### config.mk
export PLATFORM = sky130hd
export DESIGN_NAME = shared_adder_arbiter
export DESIGN_NICKNAME = d
export VERILOG_FILES = /design/src/rtl/shared_adder_arbiter.sv
export SDC_FILE = /design/constraint.sdc
export NUM_CORES = 1
export LEC_CHECK = 0
export CAP_MARGIN = 30
export CORE_AREA = 2 2 74 76
export CTS_CLUSTER_SIZE = 10
export DETAILED_ROUTE_END_ITERATION = 8
export DIE_AREA = 0 0 76 78
export MAX_ROUTING_LAYER = met4
export PLACE_DENSITY_LB_ADDON = 0.2
export SLEW_MARGIN = 10
export SYNTH_ARGS = -nofsm -noshare
export SYNTH_HDL_FRONTEND = slang
export SYNTH_SLANG_ARGS = --single-unit
### constraint.sdc
create_clock -name clk -period 4.83 [get_ports clk]
set_clock_uncertainty 0.1 [all_clocks]
set_input_delay 0.966 -clock clk [delete_from_list [all_inputs] [get_ports clk]]
set_output_delay 0.966 -clock clk [all_outputs]
set_load 0.02 [all_outputs]
### src/rtl/shared_adder_arbiter.sv
// Round-robin arbiter sharing one WIDTH-bit adder between NREQ valid/ready requesters.
// Optional build macro SHARED_ADDER_SAT_EN makes the sum saturate to all ones on carry-out.
module shared_adder_arbiter #(
    parameter int NREQ  = 4,
    parameter int WIDTH = 8,
    parameter int IDW   = $clog2(NREQ)
) (
    input  logic                    clk,
    input  logic                    rst_n,
    input  logic                    ena,
    input  logic [NREQ-1:0]         req_valid,
    output logic [NREQ-1:0]         req_ready,
    input  logic [NREQ*WIDTH-1:0]   req_a,
    input  logic [NREQ*WIDTH-1:0]   req_b,
    output logic                    rsp_valid,
    input  logic                    rsp_ready,
    output logic [WIDTH-1:0]        rsp_sum,
    output logic                    rsp_carry,
    output logic [IDW-1:0]          rsp_id,
    output logic                    busy,
    output logic [15:0]             op_count
);

    typedef enum logic {IDLE = 1'b0, RESP = 1'b1} state_t;

    state_t           state, state_nxt;
    logic [IDW-1:0]   rr_ptr, ptr_nxt, gnt_id_p0, id_p1;
    logic             gnt_found_p0, grant_p0, accept;
    logic [WIDTH-1:0] a_p0, b_p0, sum_p1;
    logic [WIDTH:0]   sum_full_p0;
    logic             carry_p1;
    logic [15:0]      op_count_q;

    function automatic logic [WIDTH-1:0] sat_sum(input logic [WIDTH:0] full);
`ifdef SHARED_ADDER_SAT_EN
        sat_sum = full[WIDTH] ? {WIDTH{1'b1}} : full[WIDTH-1:0];
`else
        sat_sum = full[WIDTH-1:0];
`endif
    endfunction

    function automatic logic [15:0] sat_inc16(input logic [15:0] cnt);
        sat_inc16 = (cnt == 16'hFFFF) ? cnt : cnt + 16'd1;
    endfunction

    // p0: round-robin search from rr_ptr, operand mux and add
    always_comb begin
        logic [IDW:0]   idx;
        logic [IDW-1:0] cand;
        gnt_found_p0 = 1'b0;
        gnt_id_p0    = '0;
        for (int k = 0; k < NREQ; k++) begin
            idx = {1'b0, rr_ptr} + (IDW+1)'(k);
            if (idx >= (IDW+1)'(NREQ)) idx = idx - (IDW+1)'(NREQ);
            cand = idx[IDW-1:0];
            if (!gnt_found_p0 && req_valid[cand]) begin
                gnt_found_p0 = 1'b1;
                gnt_id_p0    = cand;
            end
        end
    end

    always_comb begin
        a_p0 = '0;
        b_p0 = '0;
        for (int i = 0; i < NREQ; i++) begin
            if (gnt_id_p0 == IDW'(i)) begin
                a_p0 = req_a[i*WIDTH +: WIDTH];
                b_p0 = req_b[i*WIDTH +: WIDTH];
            end
        end
    end

    assign sum_full_p0 = {1'b0, a_p0} + {1'b0, b_p0};
    assign grant_p0    = (state == IDLE) && ena && gnt_found_p0;
    assign req_ready   = grant_p0 ? (NREQ'(1) << gnt_id_p0) : '0;
    assign accept      = (state == RESP) && rsp_ready;
    assign ptr_nxt     = (id_p1 == IDW'(NREQ-1)) ? '0 : id_p1 + 1'b1;

    always_comb begin
        state_nxt = state;
        case (state)
            IDLE: if (grant_p0) state_nxt = RESP;
            RESP: if (rsp_ready) state_nxt = IDLE;
            default: state_nxt = IDLE;
        endcase
    end

    always_ff @(posedge clk or negedge rst_n) begin
        if (!rst_n) state <= IDLE;
        else        state <= state_nxt;
    end

    // p1: registered response, held until accepted
    always_ff @(posedge clk or negedge rst_n) begin
        if (!rst_n) begin
            sum_p1     <= '0;
            carry_p1   <= 1'b0;
            id_p1      <= '0;
            rr_ptr     <= '0;
            op_count_q <= '0;
        end else begin
            if (grant_p0) begin
                sum_p1   <= sat_sum(sum_full_p0);
                carry_p1 <= sum_full_p0[WIDTH];
                id_p1    <= gnt_id_p0;
            end
            if (accept) begin
                rr_ptr     <= ptr_nxt;
                op_count_q <= sat_inc16(op_count_q);
            end
        end
    end

    assign rsp_valid = (state == RESP);
    assign busy      = (state == RESP);
    assign rsp_sum   = sum_p1;
    assign rsp_carry = carry_p1;
    assign rsp_id    = id_p1;
    assign op_count  = op_count_q;

endmodule

======== Yosys cells after proc, flatten, opt, wreduce, memory -nomap -nowiden ========
Cells that the tools add are included.
storage, ports and cells
  register bits ........................... 30
  input port bits ......................... 72
  output and inout port bits .............. 33
  logic and storage cells ................. 76
operators by class
  add/subtract/negate cells ............... 10
  order comparisons ....................... 8
  eq/ne operators ......................... 5
  shift-type cells ........................ 1
  mux-type cells .......................... 33
  bitwise logic cells ..................... 2
  reductions and logical operators ........ 11
operators by type and width
  operator                                                               count
  8-bit 2-to-1 mux                                                       8
  2-bit 2-to-1 mux                                                       9
  16-bit by 1-bit adder with 16-bit output, second input constant        1
  16-bit equality test, second input constant                            1
  2-bit by 3-bit < comparator with 1-bit output, second input constant   4
  1-bit 2-to-1 mux                                                       10
  8-bit by 8-bit adder with 9-bit output                                 1
  3-bit >= comparator, second input constant                             3
  1-bit binary-select mux with 2-bit select                              4
  2-bit by 1-bit subtractor with 2-bit output, second input constant     4
  2-bit by 2-bit adder with 3-bit output, second input constant          2
  2-bit equality test, second input constant                             3
  1-bit logical AND                                                      6
  4-bit 2-to-1 mux                                                       1
  1-bit by 2-bit << shifter with 4-bit output, first input constant      1
  2-bit by 1-bit adder with 3-bit output, second input constant          1
  2-bit by 3-bit >= comparator with 1-bit output, second input constant  1
  1-bit logical NOT                                                      3
  2-bit by 1-bit adder with 2-bit output, second input constant          1
  2-bit by 1-bit equality test with 1-bit output, second input constant  1
  2-bit logical NOT                                                      1
  1-bit NOT                                                              2
  1-bit case mux with 2 select lines                                     1
  2-bit AND reduction                                                    1

======== Logic depth before layout (Yosys ltp) ========
  depth after elaboration ................. 20
  depth in mapped cells ................... 14

======== Least setup slack after synthesis ========
OpenSTA, ideal clock, no wires.
  path kind ............................... in2reg
  from .................................... input port req_valid[0]
  to ...................................... register sum_p1[6], in the netlist rsp_sum[6]
  data arrival time ....................... 3.295 ns
  data required time ...................... 4.602 ns
  path slack .............................. 1.308 ns
  stages .................................. 14
  cell sequence ........................... nor2b_1 nor2_1 o22ai_1 buf_4 buf_4 mux2i_1 mux2i_1 ha_1 fa_1 a21oi_1 o211ai_1 a21oi_1 xor2_1 o21ai_0
between the ends
  word-level cells in the longest chain between the ends .. 18
ends and longest elaborated chain
  what                                       line  source
  start, declared                            11    input logic [NREQ-1:0] req_valid,
  1-bit binary-select mux with 2-bit select  56    if (!gnt_found_p0 && req_valid[cand]) begin
  1-bit 2-to-1 mux (not written as such)     56
  1-bit 2-to-1 mux                           56
  1-bit logical NOT                          56
  1-bit logical AND                          56
  1-bit 2-to-1 mux                           56
  1-bit logical NOT                          56
  1-bit logical AND                          56
  1-bit 2-to-1 mux                           56
  1-bit logical NOT                          56
  1-bit logical AND                          56
  2-bit 2-to-1 mux                           56
  2-bit logical NOT                          67    if (gnt_id_p0 == IDW'(i)) begin
  8-bit 2-to-1 mux (4 in series)             67
  8-bit by 8-bit adder with 9-bit output     74    assign sum_full_p0 = {1'b0, a_p0} + {1'b0, b_p0};
  end signal, assigned                       104   sum_p1 <= sat_sum(sum_full_p0);
  end, declared                              29    logic [WIDTH-1:0] a_p0, b_p0, sum_p1;
Parallel ways exist; a longest one is shown, timed or not. The select of a mux whose other input is x is not followed.
A chain may end at the register's enable or synchronous reset.

======== Worst setup path in the final report ========
  from .................................... input port req_valid[0]
  to ...................................... output port req_ready[0]
between the ends
  word-level cells in the longest chain between the ends .. 14
ends and longest elaborated chain
  what                                                                              line    source
  1-bit binary-select mux with 2-bit select                                         56
  1-bit 2-to-1 mux (not written as such)                                            56
  1-bit 2-to-1 mux                                                                  56
  1-bit logical NOT                                                                 56
  1-bit logical AND                                                                 56
  1-bit 2-to-1 mux                                                                  56
  1-bit logical NOT                                                                 56
  1-bit logical AND                                                                 56
  1-bit 2-to-1 mux                                                                  56
  1-bit logical NOT                                                                 56
  1-bit logical AND                                                                 56
  2-bit 2-to-1 mux or 1-bit 2-to-1 mux (tied branches)                              56
  1-bit by 2-bit << shifter with 4-bit output or 1-bit logical AND (tied branches)  76, 75
  4-bit 2-to-1 mux *                                                                76      assign req_ready = grant_p0 ? (NREQ'(1) << gnt_id_p0) : '0;
  end, declared                                                                     12      output logic [NREQ-1:0] req_ready,
Mark *: on every way between the ends. The rest lies on a longest branch, timed or not. The select of a mux whose other input is x is not followed.

==> summary.txt <==
Run status
  – Run status: finished clean

Routing
  – DRT antenna net count: 0
  – Initial DRC count: 85
  – Via Count: 2071
  – Final wirelength: 5720 um
  – DRT Pass-1 Iters: 4
  – Wire length per cell: 14.3 um
  – Via/cell ratio: 5.16
  – Post-detailed-route DRC marker count: 0

Global route
  – Total GRT Usage: 0.196
  – Vias in the first global route: 1969
  – First-pass GRT wire length: 9130 um
  – Total gr overflow: 0
  – Largest net degree at the start of global routing: 31
  – Initial antenna violation count: 0

Timing
  – Setup ws final: 0.541 ns
  – Worst rel slew slack: 0.549
  – Fmax: 233 MHz
  – Tcrit/Tclk final: 0.888
  – Final Max Tran Viols: 0
  – Hold Vio Cnt, Final: 0
  – Final Setup Violations: 0
  – TNS Setup: 0 ns
  – Unrepaired setup endpoints after global routing: false
  – Worst Max-Slew Pin Slew: 0.677 ns
  – Final min period: 4.29 ns

Die
  – IO Pins: 105
  – Initial Utilization: 0.438
  – Die ar.: 5930 um^2
  – Core area: 5040 um^2
  – Die Y: 78 um
  – Die X: 76 um
  – Row count: 26

Synthesis
  – Fraction of registers with async set/reset: 1.00
  – Yosys top cell area share: 0.340
  – Top post-synthesis cells by area: dfrtp_1, mux2i_1, ha_1
  – Cell count after synthesis: 225
  – Area of the mapped netlist: 2210 um^2
  – Most used flip-flop cell after synthesis: dfrtp_1
  – Synth warn: 0
  – Syn_nets: 308
  – Mapped Avg Cell Area: 9.81 um^2
  – Sequential cell area fraction in the yosys report: 0.340
  – Netlist cell types: 38
  – Yosys top cell by area: dfrtp_1
  – Synth Register Bits: 30
  – Post-synth EDFFs: 0

Worst setup path
  – Reg2Reg Capture Point: rsp_sum[6]
  – Reg2reg setup slack: 1.36 ns
  – Worst path bufs/invs: 2
  – Critical path class: input pin to output pin
  – Worst path max stage delay: 0.64 ns
  – Max Fanout on Critical Path: 18
  – Worst Path Required: 3.76 ns
  – Critical path's most frequent cell: clkdlybuf4s50_1
  – Crit-path leading delay family: buffers and inverters
  – Crit path DAT: 3.22 ns
  – Critical Path Slowest Stage Cell: clkdlybuf4s50_1
  – Worst R2R Path Depth: 12
  – Crit path cell chain: clkdlybuf4s50_1 -> nor2b_1 -> nor2_1 -> o22ai_4 -> nor3b_1 -> clkdlybuf4s50_1
  – R2R Path Start: rr_ptr[1]
  – Critical Path End Type: output pin
  – CP startpoint kind: input pin

Clock tree
  – Clock root buffer: clkbuf_8
  – Clk slew on worst S/H paths: 0.07 ns
  – Clock Tree Buf Depth: 2
  – TritonCTS clock tree: built
  – Worst-Skew Late Latency: 0.29 ns
  – CTS buffer count: 5
  – Post-CTS Repair Setup Buffers: 0
  – Htree depth: 2
  – Resized Gates After CTS: 0
  – Clock sinks: 30
  – Post-cts hold buffer count: 0

Placed design
  – I/O Buffers: 104
  – GP Congestion: 0.790
  – Post-detail-place hpwl: 4540 um
  – Setup WS pre-CTS: 0.326 ns

Min path
  – HP Start: rsp_sum[1]
  – WHS Endpoint: rsp_sum[1]
  – Min-Delay Path Class: flip-flop to flip-flop
  – Cell depth of the worst hold path: 2

Power
  – Clock Power Share: 0.184
  – Sw Ratio: 0.397
  – Internal power: 1050 uW
  – Pwr per Cell Area: 506 nW/um^2
  – Share of total power in sequential cells: 0.234
  – VDD IR max: 299 uV
  – Comb power frac: 0.582
  – Sw power: 694 uW
  – Leak: 0.00154 uW

Layout
  – Filler instances: 439
  – Nets: 413
  – Layout cells sized above 1: 0.0604
  – Synth-to-Final Area Change: 56.3%
  – Antenna diode count: 0

Flow run
  – Max Cap Violations: 0
==> how the worst max path moves through the flow <==
| stage | slack (ns) | depth (start not counted) | start | end |
|---|---|---|---|---|
| after global routing | 0.38 | 6 | req_valid[0] | req_ready[0] |
| after detailed placement | 0.33 | 13 | req_valid[0] | rsp_sum[6] |
| after CTS | 0.55 | 6 | req_valid[0] | req_ready[0] |
| final | 0.54 | 6 | req_valid[0] | req_ready[0] |
| after floorplan | 1.31 | 14 | req_valid[0] | rsp_sum[6] |
| after global placement | 0.45 | 13 | req_valid[0] | rsp_sum[6] |
==> power groups by stage <==
stage | logic, uW | clock network [uW] | registers, uW
after floorplan | 620 | 0 | 477
after global placement | 1000 | 0 | 411
after detailed placement | 1020 | 0 | 412
after CTS | 1030 | 331 | 408
after global routing | 1120 | 339 | 419
final | 1020 | 322 | 408
==> Yosys cell counts (3+ instances only) <==
| master | number |
|---|---|
| and3_1 | 3 |
| nand3_1 | 7 |
| buf_2 | 4 |
| dfrtp_1 | 30 |
| xnor2_1 | 11 |
| nand2_1 | 21 |
| o21ai_0 | 12 |
| ha_1 | 10 |
| a21oi_1 | 8 |
| nand4_1 | 6 |
| inv_1 | 6 |
| buf_6 | 3 |
| mux2i_1 | 48 |
| buf_4 | 3 |
| o22ai_1 | 3 |
| nor3_1 | 7 |
| nor2_1 | 10 |
| xor2_1 | 9 |
==> metal layers <==
| layer | global-route usage | part of all wire | up-vias |
|---|---|---|---|
| li1 | - | - | 1024 |
| met1 | 0.243 | 0.42 | 974 |
| met2 | 0.321 | 0.52 | 62 |
| met3 | 0.0465 | 0.046 | 11 |
| met4 | 0.0582 | 0.016 | 0 |
| met5 | - | 0 | - |
==> kinds of logic after synthesis <==
kind of cell    Yosys count  synth area share
compound gates           34            0.0963
fa+ha+maj                11            0.0657
simple gates             63             0.139
flops                    30             0.340
mux                      51             0.235
xor+xnor                 20            0.0793
buf+inv                  16            0.0448
==> flip-flops by register name, indices dropped and copies added (netlist names) <==
name / cells
op_count: 16
rsp_sum: 8
rr_ptr: 2
rsp_id: 2
busy: 1
rsp_carry: 1
==> tightest hold or removal path: stages, from the launching register on <==
cell and delay (ns):
dfrtp_1 0.35, nand2_1 0.05, nand2_1 0.05
==> cell usage in the layout (no fill, tap or decap), types with 3 or more instances in the layout <==
cell type          n
clkdlybuf4s50_1  104
mux2i_1           48
dfrtp_1           30
nand2_1           21
o21ai_0           12
xnor2_1           11
nor2_1            10
ha_1              10
xor2_1             9
a21oi_1            7
nand3_1            7
nor3_1             7
inv_1              6
nand4_1            6
clkbuf_8           6
buf_4              4
and3_1             3
==> stage by stage <==
stage / utilization / cell area, um^2 / total power (uW) / std cells / hold WS [ns]
6_report: 0.684 / 3450 / 1750 / 401 / 0.382
5_1_grt: 0.684 / 3450 / 1880 / 401 / 0.423
4_1_cts: 0.684 / 3450 / 1770 / 401 / 0.383
3_5_place_dp: 0.656 / 3310 / 1430 / 393 / 0.367
3_3_place_gp: 0.656 / 3310 / 1420 / 393 / 0.362
2_1_floorplan: - / 2210 / 1100 / 225 / 0.391
==> final cells by class <==
type | count | area, um^2 | area share
inverter | 6 | 22.5 | 0.00653
clock inverter | 2 | 60.1 | 0.0174
timing repair buffer | 108 | 1070 | 0.310
sequential | 30 | 751 | 0.218
clock buffer | 6 | 82.6 | 0.0239
multi-input combinational | 179 | 1380 | 0.399
tap | 70 | 87.6 | 0.0254
Power figures use the tool's default switching activity.
